## src/rtl/joy_pkg.sv

```systemverilog
// Shared constants, state type and frame helper for the DB15 joystick serial responder.
package joy_pkg;

   localparam int unsigned PLAYER_BITS = 12;
   localparam int unsigned FRAME_BITS  = 2 * PLAYER_BITS;
   localparam int unsigned COUNT_W     = 5;

   // Button positions within one player's word (bit 0 leaves the chain first)
   localparam int unsigned JOY_R = 0;
   localparam int unsigned JOY_L = 1;
   localparam int unsigned JOY_D = 2;
   localparam int unsigned JOY_U = 3;
   localparam int unsigned JOY_A = 4;
   localparam int unsigned JOY_B = 5;

   typedef enum logic [1:0] {
      LOAD  = 2'd0,
      SHIFT = 2'd1,
      DONE  = 2'd2
   } joy_state_t;

   // Parallel load image: buttons are active-low on the wire, player 1 in the low half.
   function automatic logic [FRAME_BITS-1:0] frame_word(input logic [PLAYER_BITS-1:0] p1,
                                                         input logic [PLAYER_BITS-1:0] p2);
      return ~{p2, p1};
   endfunction

endpackage

```

## src/rtl/joy_sync_edge.sv

```systemverilog
// Two-flop synchronizer with rise/fall pulses; JOY_DB15_TX_FILTER_EN adds a
// 3-sample majority filter that rejects single-cycle glitches.
module joy_sync_edge
   import joy_pkg::*;
(
   input  logic clk,
   input  logic reset,
   input  logic din,
   output logic level,
   output logic rise,
   output logic fall
);

   logic meta_q;
   logic sync_q;
   logic prev_q;

   always_ff @(posedge clk) begin
      if (reset) begin
         meta_q <= 1'b1;
         sync_q <= 1'b1;
      end else begin
         meta_q <= din;
         sync_q <= meta_q;
      end
   end

`ifdef JOY_DB15_TX_FILTER_EN
   logic [1:0] hist_q;
   logic       filt_q;

   always_ff @(posedge clk) begin
      if (reset) begin
         hist_q <= 2'b11;
         filt_q <= 1'b1;
      end else begin
         hist_q <= {hist_q[0], sync_q};
         filt_q <= (sync_q & hist_q[0]) | (sync_q & hist_q[1]) | (hist_q[0] & hist_q[1]);
      end
   end

   assign level = filt_q;
`else
   assign level = sync_q;
`endif

   always_ff @(posedge clk) begin
      if (reset) begin
         prev_q <= 1'b1;
      end else begin
         prev_q <= level;
      end
   end

   assign rise = level & ~prev_q;
   assign fall = ~level & prev_q;

endmodule

```

## src/rtl/joy_db15_tx.sv

```systemverilog
// DB15 shift-register joystick responder: answers JOY_LOAD/JOY_CLK with two players' buttons.
// Build option JOY_DB15_TX_FILTER_EN enables glitch filtering on both strobe inputs.
module joy_db15_tx
   import joy_pkg::*;
(
   input  logic                   clk,
   input  logic                   reset,
   input  logic                   joy_clk,
   input  logic                   joy_load,
   output logic                   joy_data,
   input  logic [PLAYER_BITS-1:0] joystick1,
   input  logic [PLAYER_BITS-1:0] joystick2,
   output logic [COUNT_W-1:0]     bit_count,
   output logic                   frame_done,
   output logic                   busy
);

   localparam logic [COUNT_W-1:0] LAST_BIT = COUNT_W'(FRAME_BITS - 1);

   logic ck_level, ck_rise, ck_fall;
   logic ld_level, ld_rise, ld_fall;

   joy_sync_edge u_sync_clk (
      .clk   (clk),
      .reset (reset),
      .din   (joy_clk),
      .level (ck_level),
      .rise  (ck_rise),
      .fall  (ck_fall)
   );

   joy_sync_edge u_sync_load (
      .clk   (clk),
      .reset (reset),
      .din   (joy_load),
      .level (ld_level),
      .rise  (ld_rise),
      .fall  (ld_fall)
   );

   // Load is level-sensitive, so the fall pulses and the clock level carry no extra information
   logic unused_edges;
   assign unused_edges = ^{ck_fall, ck_level, ld_fall};

   joy_state_t              state_q, state_d;
   logic [FRAME_BITS-1:0]   shreg_q, shreg_d;
   logic [COUNT_W-1:0]      count_q, count_d;
   logic                    busy_q, busy_d;
   logic                    done_q, done_d;
   logic                    data_q;

   always_comb begin
      state_d = state_q;
      shreg_d = shreg_q;
      count_d = count_q;
      busy_d  = busy_q;
      done_d  = 1'b0;

      if (!ld_level) begin
         // Transparent parallel load; also aborts any frame in progress
         state_d = LOAD;
         shreg_d = frame_word(joystick1, joystick2);
         count_d = '0;
         busy_d  = 1'b0;
      end else begin
         unique case (state_q)
            LOAD: begin
               // A coincident clock edge is dropped in favour of the release
               if (ld_rise) begin
                  state_d = SHIFT;
                  busy_d  = 1'b1;
               end
            end
            SHIFT: begin
               if (ck_rise) begin
                  shreg_d = {1'b1, shreg_q[FRAME_BITS-1:1]};
                  count_d = count_q + COUNT_W'(1);
                  if (count_q == LAST_BIT) begin
                     done_d  = 1'b1;
                     busy_d  = 1'b0;
                     state_d = DONE;
                  end
               end
            end
            DONE: begin
               if (ck_rise) begin
                  shreg_d = {1'b1, shreg_q[FRAME_BITS-1:1]};
               end
            end
            default: state_d = LOAD;
         endcase
      end
   end

   always_ff @(posedge clk) begin
      if (reset) begin
         state_q <= LOAD;
         shreg_q <= '1;
         count_q <= '0;
         busy_q  <= 1'b0;
         done_q  <= 1'b0;
         data_q  <= 1'b1;
      end else begin
         state_q <= state_d;
         shreg_q <= shreg_d;
         count_q <= count_d;
         busy_q  <= busy_d;
         done_q  <= done_d;
         // Registered from the next-state value so the pin tracks the shift without a lag cycle
         data_q  <= shreg_d[0];
      end
   end

   assign joy_data   = data_q;
   assign bit_count  = count_q;
   assign frame_done = done_q;
   assign busy       = busy_q;

endmodule
```

## config.mk

```make
export PLATFORM = sky130hd
export DESIGN_NAME = joy_db15_tx
export DESIGN_NICKNAME = d
export VERILOG_FILES = /design/src/rtl/joy_pkg.sv /design/src/rtl/joy_sync_edge.sv /design/src/rtl/joy_db15_tx.sv
export SDC_FILE = /design/constraint.sdc
export NUM_CORES = 1
export LEC_CHECK = 0
export ABC_AREA = 1
export BUFFER_PORTS_ARGS = -buffer_cell sky130_fd_sc_hd__buf_2
export CAP_MARGIN = 5
export CELL_PAD_IN_SITES_DETAIL_PLACEMENT = 1
export CELL_PAD_IN_SITES_GLOBAL_PLACEMENT = 1
export CORE_MARGIN = 10
export CORE_UTILIZATION = 41
export CTS_CLUSTER_SIZE = 14
export DETAILED_ROUTE_END_ITERATION = 12
export GPL_ROUTABILITY_DRIVEN = 0
export PLACE_DENSITY = 0.81
export SYNTH_ARGS = -nofsm -noshare
export SYNTH_HDL_FRONTEND = slang
export SYNTH_SLANG_ARGS = --single-unit
```

## constraint.sdc

```tcl
create_clock -name clk -period 2.8 [get_ports clk]
set_input_delay 0.28 -clock clk [delete_from_list [all_inputs] [get_ports clk]]
set_output_delay 0.28 -clock clk [all_outputs]
set_load 0.02 [all_outputs]
```

* Word-level counts from Yosys, hierarchy flattened
Cells that the tools add are included.
Operators by class: add/sub/neg operators 1, eq/ne operators 8, muxes and demuxes 12, bitwise operators 9, reductions and logical operators 9
Operator list (number):
- 2-to-1 mux 24 bit | 3
- NOT 24 bit | 1
- inequality test 2 bit, second input constant | 5
- AND reduction 4 bit | 2
- 2-to-1 mux 2 bit | 3
- NOT 1 bit | 6
- case mux 2 bit (3 select lines) | 1
- adder 5 x 1 -> 5 bit, second input constant | 1
- equality test 5 bit, second input constant | 1
- 2-to-1 mux 1 bit | 4
- AND reduction 2 bit | 2
- OR reduction 2 bit | 2
- OR reduction 4 bit | 1
- bitwise AND 1 bit | 2
- equality test 2 x 1 -> 1 bit, second input constant | 1
- equality test 2 bit, second input constant | 1
- zero test 2 bit | 1
- case mux 1 bit (2 select lines) | 1
- nonzero test 2 bit | 1
Word-level totals: register bits 39, bits of input ports 28, output and inout port bits 8

* Logic depth before layout (Yosys ltp)
Gate-level depths: netlist of the first run.
word-level depth 5, mapped depth 9, mapped depth without buffers 9

* Modules after synthesis
From an unflattened synthesis of the first run, not the netlist that was laid out.
Second synthesis, totals: cell total of the unflattened synthesis 254, area total of the unflattened synthesis 1756.7 um^2
Modules (own cells, without submodules):
- joy_db15_tx | instances 1, cells each 228, area each 1561.5 um^2, seq. area each 660.6 um^2
- joy_sync_edge | instances 2, cells each 13, area each 97.6 um^2, seq. area each 60.1 um^2

* Least setup slack after synthesis of the first run
Ideal clock, no wire load.
path kind flip-flop to flip-flop, from reg state_q[0], to reg shreg_q[0], setup time 123 ps, data arrival time 1233 ps, data required time 2677 ps, path slack 1443 ps, cell stages (with the launch flop) 9, cells stage by stage dfxtp_1 inv_1 ha_1 inv_1 o21ai_4 inv_2 buf_6 nand2_1 nand3_1
On the way: word-level cells in the longest chain between the ends 4
RTL lines:
- start, declared | RTL line joy_db15_tx.sv:45 | joy_state_t state_q, state_d;
- start signal, assigned | RTL line joy_db15_tx.sv:104 | state_q <= state_d;
- equality test 2 bit / equality test 2 x 1 -> 1 bit (equally long branches) | RTL line joy_db15_tx.sv:66 | unique case (state_q)
- OR reduction 2 bit (no line) *
- inequality test 2 bit (no line) *
- AND reduction 2 bit (no line) *
- end signal, assigned | RTL line joy_db15_tx.sv:105 | shreg_q <= shreg_d;
- end, declared | RTL line joy_db15_tx.sv:46 | logic [FRAME_BITS-1:0] shreg_q, shreg_d;
Mark *: on every way between the ends. The rest lies on a longest branch, timed or not. A chain may end at the register's enable or synchronous reset.

* Worst setup path in the final report of the first run
from reg state_q[0], to reg shreg_q[9]
The elaborated chain is that of the path after synthesis.

==> results of run 1 <==
-- through the flow --
stage	cell area [µm²]	utilization (%)	cells
after floorplan	1737	-	239
after global placement	1916	47.21	315
after detailed placement	1916	47.21	315
after CTS	2048	50.48	323
after global routing	2048	50.48	323
final	2048	50.48	323
-- area by class of cell --
cell class,instances,area (µm²),area share (%)
clock buffer,6,72.57,3.543
tap,50,62.56,3.054
sequential,39,780.7,38.12
inverter,19,71.32,3.482
multi-input combinational,170,810.8,39.58
timing repair buffer,37,190.2,9.285
clock inverter,2,60.06,2.932
-- cell usage after synthesis --
| cell type | count |
|---|---|
| dfxtp_1 | 39 |
| nand4_1 | 1 |
| nand2_1 | 84 |
| or2_2 | 5 |
| clkbuf_1 | 1 |
| o21ai_0 | 21 |
| nand3b_1 | 1 |
| inv_1 | 16 |
| o21a_1 | 1 |
| a21oi_1 | 3 |
| a31oi_1 | 1 |
| inv_2 | 2 |
| clkinv_1 | 1 |
| nor2_4 | 1 |
| o21ai_4 | 1 |
| buf_4 | 3 |
| buf_6 | 2 |
| ha_1 | 5 |
| buf_2 | 5 |
| nand3_1 | 29 |
| nor2_1 | 12 |
| xor2_1 | 1 |
| o211ai_1 | 3 |
| nor3_1 | 1 |
-- worst reg2reg max path, stage by stage (launching register included) --
cell and delay [ps]:
dfxtp_1 360, inv_1 90, ha_1 290, inv_1 60, o21ai_4 130, buf_4 280
inv_2 240, nand2_1 160, nand3_1 80
-- path summary, 6_finish.rpt --
path / to / slack (ps) / cells after the start
max: shreg_q[9]$_SDFFE_PP1P_ / 970 / 8
min: u_sync_clk.meta_q$_SDFF_PP1_ / 160 / 2
max reg2reg: shreg_q[9]$_SDFFE_PP1P_ / 970 / 8
min reg2reg: u_sync_clk.level$_SDFF_PP1_ / 410 / 1
-- sequential cells by signal (all words and copies together), names as in the netlist --
register,flops
bit_count,5
u_sync_clk.level,1
u_sync_clk.prev_q,1
u_sync_clk.meta_q,1
u_sync_load.prev_q,1
state_q,2
busy,1
shreg_q,24
u_sync_load.meta_q,1
u_sync_load.level,1
frame_done,1
-- report_power, final --
part | total, mW | internal (mW) | switching [mW] | leakage, nW
combinational | 0.224 | 0.0860 | 0.138 | 0.711
sequential | 0.627 | 0.601 | 0.0263 | 0.320
clock | 0.564 | 0.356 | 0.207 | 0.0654
total | 1.42 | 1.04 | 0.372 | 1.10
-- placed cells by master (no fill, tap or decap), types with 3 or more instances in the layout --
cell and n:
inv_1 16, nand3_1 29, clkbuf_8 5, nor2_1 12, nand2_1 84, or2_2 5, o21ai_0 21, ha_1 5
dfxtp_1 39, o211ai_1 3, a21oi_1 3, buf_2 35
-- cell families (layout without fill, tap and decap cells) --
logic type / count (synthesis) / after routing / synth area share (%)
adders and majority gates: 5 / 5 / 3.602
DFF: 39 / 39 / 44.96
buffers and inverters: 30 / 64 / 8.357
xor gates and xnor gates: 1 / 1 / 0.5044
and+or+nand+nor: 134 / 134 / 32.64
AOI/OAI and AO/OA: 30 / 30 / 9.943
-- metal layers --
metal,global-route usage (%),vias up,wire (µm)
li1,-,823,-
met1,15.52,739,2000
met2,18.94,27,1937
met3,4.780,5,239
met4,3.593,0,50
met5,0,-,0
==> flow_summary.rst, run 1 <==
.. list-table::
   :header-rows: 1

   * - Metric
     - Value
   * - Pin count of the biggest net entering global routing
     - 29
   * - Unrepaired setup endpoints after global routing
     - false
   * - Vias per cell
     - slightly below 5
   * - Number of antenna diodes
     - 0
   * - Number of synthesized register bits
     - 39
   * - Total half-perimeter wirelength after legalization and detailed placement
     - between 2000 and 3000 µm
   * - Arrival @ worst endpoint
     - 2000 ps
   * - Core box area
     - ~0.0041 mm²
   * - Worst clock skew
     - ~8 ps
   * - Vias in the first global route
     - approximately 1,600
   * - # nets final
     - 305
   * - Post-synthesis cell type with the largest combined area
     - dfxtp_1
   * - Share of layout cells above drive strength 1
     - 19.41%
   * - Synth cell types
     - 24
   * - Actual transition at the worst max-transition pin
     - ~680 ps
   * - Startpoint type of the worst setup path
     - flop
   * - Power per standard cell area
     - 691.0 mW/mm²
   * - Cell with the most instances on the worst path
     - inv_1
   * - Count of nets left with antenna violations after detail routing
     - 0
   * - Top fanout value on the critical path
     - 25
   * - Post-DR wirelength/cell
     - approximately 13 µm
   * - Area fraction of the dominant cell type after synthesis
     - 44.96%
   * - Setup Viol. Count Final
     - 0
   * - Startpoint of the worst-slack reg-to-reg timing path
     - state_q[0]$_SDFFE_PP0P_
   * - Worst slack on hold paths
     - about 160 ps
   * - Post-synthesis instance area
     - between 0.0015 and 0.002 mm²
   * - Run status
     - completed
   * - Standard cell with the maximum stage delay on the critical path
     - dfxtp_1
   * - DRC violation count after routing
     - 0
   * - Clock Latency Late Sink
     - 300 ps
   * - Number of sinks on the clock net
     - 39
   * - Boundary pin count
     - 36
   * - Post-layout total power
     - 1.415 mW
   * - Initial Util
     - 42.80%
   * - Clk root buf
     - clkbuf_8
   * - Overall die area
     - around 0.0072 mm²
   * - Kind of cell adding the most delay to the critical path
     - buffers and inverters
   * - Iteration-0 DRC Markers
     - 68
   * - Rows
     - 23
   * - Number of cells produced by synthesis
     - 239
   * - Post-CTS setup buffer count
     - 0
   * - Warning count from the yosys run
     - 0
   * - Final Hold Fails
     - 0
   * - Placement-stage worst setup slack
     - 1021 ps
   * - Post-Syn Area per Cell
     - 7.266 µm²
   * - Reported leakage power
     - about 1.1 nW
   * - Die width
     - between 80 and 90 µm
   * - Largest stage delay on the critical path
     - 360 ps
   * - Fillers
     - 559
   * - DR vias
     - around 1,600
   * - Period utilization
     - 65.35%
   * - Max-cap violations
     - 0
   * - Final worst-path setup slack
     - roughly 970 ps
   * - H-tree Lvls
     - 2
   * - Clock tree from TritonCTS
     - yes
   * - Sum of negative setup slack
     - 0 ps
   * - Buffers added on ports
     - 35
   * - Kind of critical path
     - reg2reg
   * - Wire length of the first global-routing pass
     - about 7400 µm
   * - DR pass1 iterations
     - 4
   * - Sequential cell area fraction in the yosys report
     - around 45%
   * - Number of buffers and inverters on the critical path
     - 4
   * - Hold buffer count at CTS
     - 0
   * - Peak supply drop
     - between 300 and 400 µV
   * - Maximum buffer depth of the clock tree
     - 2
   * - Origin of the worst min-delay path
     - joy_clk
   * - Area growth, synth to finish
     - 17.94%
   * - Total congestion overflow after global routing
     - 0
   * - DIE HEIGHT
     - ~85 µm
   * - GRT Overall Usage
     - 12.33%
   * - Slew Limit Fails
     - 0
   * - Post-detailed-routing wire length
     - 4227 µm
   * - Post-Synthesis Net Count
     - approximately 270
   * - Category of the worst setup path capture point
     - flop
   * - Most area-consuming cells after synthesis
     - dfxtp_1 (45%), nand2_1 (18%), nand3_1 (8.4%)
   * - Worst-path cell chain
     - inv_1, ha_1, inv_1, o21ai_4, buf_4, inv_2, nand2_1, nand3_1
   * - Critical Path RT
     - 2970 ps
   * - Antenna violations before repair
     - 0
   * - Max Fclk
     - 546.5 MHz
   * - Worst setup path start
     - state_q[0]$_SDFFE_PP0P_
   * - Worst-path clk slew
     - 80 ps
   * - Min-Delay Path Class
     - in2reg
   * - Fin crit period
     - 1830 ps
   * - Slew HR
     - 54.07%
   * - Quantity of gates resized following cts
     - 0
   * - Total clock buffers created by CTS
     - 5
(Power assumes the default switching activity.)
==> run 2, diff against run 1 <==
- CORE_UTILIZATION: 41 -> 38
- PLACE_DENSITY: 0.81 -> 0.76
- clock period: 2.8 -> 1.9 ns (I/O delays scaled with it)
==> flow_summary.rst, run 2 (same netlist as run 1, synthesis figures left out) <==
.. list-table::
   :header-rows: 1

   * - Metric
     - Value
   * - Critical Path RT
     - 2110 ps (-860 ps)
   * - Top Usage Layer GRT
     - met2
   * - Kind of critical path
     - reg2reg
   * - Iteration-0 DRC Markers
     - 64 (-5.9%)
   * - Total congestion overflow after global routing
     - 0 (unchanged)
   * - Maximum buffer depth of the clock tree
     - 2 (unchanged)
   * - Hold Crit Depth
     - 2 (unchanged)
   * - Total half-perimeter wirelength after legalization and detailed placement
     - 2846 µm (-4.5%)
   * - Peak supply drop
     - 464.8 µV (+55%)
   * - Slew HR
     - 54.47% (+0.40 points)
   * - Fillers
     - 600 (+7.3%)
   * - Category of the worst setup path capture point
     - flop
   * - Post-detailed-routing wire length
     - 3959 µm (-6.3%)
   * - Post-DR wirelength/cell
     - 12.18 µm (-6.9%)
   * - GRT Overall Usage
     - 10.93% (-1.4 points)
   * - # nets final
     - 306 (+0.33%)
   * - Antenna violations before repair
     - 0 (unchanged)
   * - Pin count of the biggest net entering global routing
     - 28 (-3.4%)
   * - Reg area
     - 780.7 µm² (unchanged)
   * - DRC violation count after routing
     - 0 (unchanged)
   * - Startpoint type of the worst setup path
     - flop
   * - H-tree Lvls
     - 2 (unchanged)
   * - Unrepaired setup endpoints after global routing
     - false
   * - Fin crit period
     - 1524 ps (-305.5 ps)
   * - Total area of multi-input combinational cells
     - 810.8 µm² (unchanged)
   * - Post-layout total power
     - 1.816 mW (+28%)
   * - Boundary pin count
     - 36 (unchanged)
   * - Clk root buf
     - clkbuf_8
   * - Buffers added on ports
     - 35 (unchanged)
   * - Actual transition at the worst max-transition pin
     - 678.8 ps (-5.988 ps)
   * - Run status
     - completed
   * - Leading cell type in the layout, fill and taps excluded
     - nand2_1
   * - DR pass1 iterations
     - 2 (-2)
   * - Max-cap violations
     - 0 (unchanged)
   * - Arrival @ worst endpoint
     - 1740 ps (-260 ps)
   * - Top library cells by usage in the layout, fill and taps aside
     - nand2_1 (84), dfxtp_1 (39), buf_2 (35), nand3_1 (29), o21ai_0 (21)
   * - DIE HEIGHT
     - 87.61 µm (+3.0%)
   * - Number of sinks on the clock net
     - 39 (unchanged)
   * - Top fanout value on the critical path
     - 24 (-4.0%)
   * - Final Hold Fails
     - 0 (unchanged)
   * - Setup Viol. Count Final
     - 0 (unchanged)
   * - Clock Latency Late Sink
     - 290 ps (about the same)
   * - Largest reg by FF count
     - shreg_q
   * - Worst clock skew
     - 9.629 ps (+1.579 ps)
   * - Hold buffer count at CTS
     - 0 (unchanged)
   * - Initial Util
     - 39.61% (-3.2 points)
   * - Rows
     - 24 (+4.3%)
   * - Min-Delay Path Class
     - in2reg
   * - Reported leakage power
     - 1.082 nW (-1.3%)
   * - Vias in the first global route
     - 1,562 (-2.1%)
   * - Total clock buffers created by CTS
     - 5 (unchanged)
   * - Worst slack on hold paths
     - 84.67 ps (-78.85 ps)
   * - Clock tree from TritonCTS
     - yes
   * - Number of antenna diodes
     - 0 (unchanged)
   * - DR vias
     - 1,548 (-2.9%)
   * - Wire length of the first global-routing pass
     - 6817 µm (-8.3%)
   * - Share of layout cells above drive strength 1
     - 19.78% (+0.37 points)
   * - Global Route met2 Usage
     - 16.87% (-2.1 points)
   * - Worst Reg2Reg Path Length in Cells
     - 7 (-1)
   * - Power per standard cell area
     - 902.0 mW/mm² (+31%)
   * - Die width
     - 87.61 µm (+3.0%)
   * - Max reg flops
     - 24 (unchanged)
   * - Met3 demand-to-capacity share in global routing
     - 4.271% (-0.51 points)
   * - Post-CTS setup buffer count
     - 0 (unchanged)
   * - Slew Limit Fails
     - 0 (unchanged)
   * - Overall die area
     - 0.007675 mm² (+6.0%)
   * - Global routing met1 resource utilization
     - 13.18% (-2.3 points)
   * - Area growth, synth to finish
     - 15.92%
   * - Vias per cell
     - 4.763 (-3.5%)
   * - Sum of negative setup slack
     - 0 ps (unchanged)
   * - Worst-path clk slew
     - 70 ps (about the same)
   * - Quantity of gates resized following cts
     - 0 (unchanged)
   * - Core box area
     - 0.004384 mm² (+8.0%)
   * - Count of nets left with antenna violations after detail routing
     - 0 (unchanged)
   * - Period utilization
     - 80.23% (+15 points)
   * - Max Fclk
     - 656.0 MHz (+20%)
==> run 2: metrics by stage <==
step | util, % | setup slack [ps] | instance area (µm²) | cells
after floorplan | - | 543.4 | 1737 | 239
after global placement | 43.92 | 433.5 | 1926 | 318
after detailed placement | 43.92 | 364.8 | 1926 | 318
after CTS | 45.92 | 351.9 | 2013 | 325
after global routing | 45.92 | 240.6 | 2013 | 325
final | 45.92 | 375.7 | 2013 | 325
==> run 2: layer usage <==
layer | up-vias | part of all wire, %
li1 | 824 | -
met1 | 691 | 48
met2 | 27 | 44
met3 | 6 | 5.6
met4 | 0 | 1.8
met5 | - | 0
==> run 2: path summary, 6_finish.rpt <==
kind	start	end	slack (ps)
worst max-delay path	state_q[0]$_SDFFE_PP0P_	shreg_q[8]$_SDFFE_PP1P_	380
worst min-delay path	joy_clk	u_sync_clk.meta_q$_SDFF_PP1_	80
worst max register to register	state_q[0]$_SDFFE_PP0P_	shreg_q[8]$_SDFFE_PP1P_	380
worst min register to register	u_sync_clk.meta_q$_SDFF_PP1_	u_sync_clk.level$_SDFF_PP1_	410
==> run 2: critical path, stage by stage, from the launching register on <==
cell and delay (ps):
dfxtp_1 360, inv_1 90, ha_1 280, inv_1 60, o21ai_4 160, buf_4 280
o211ai_1 140, nand3_1 80
==> run 2: area by class of cell <==
class / count / share of cell area, %
Clock inverter: 1 / 0.2486
Sequential cell: 39 / 38.78
Inverter: 19 / 3.543
Tap cell: 52 / 3.232
Timing Repair Buffer: 38 / 9.820
Clock buffer: 6 / 4.102
Multi-Input combinational cell: 170 / 40.27
==> run 2: power by group <==
part           internal [mW]  switching [mW]  leakage, nW
Clock                  0.285           0.284       0.0470
Sequential             0.886          0.0343        0.320
Combinational          0.127           0.200        0.715
Total                   1.30           0.518         1.08
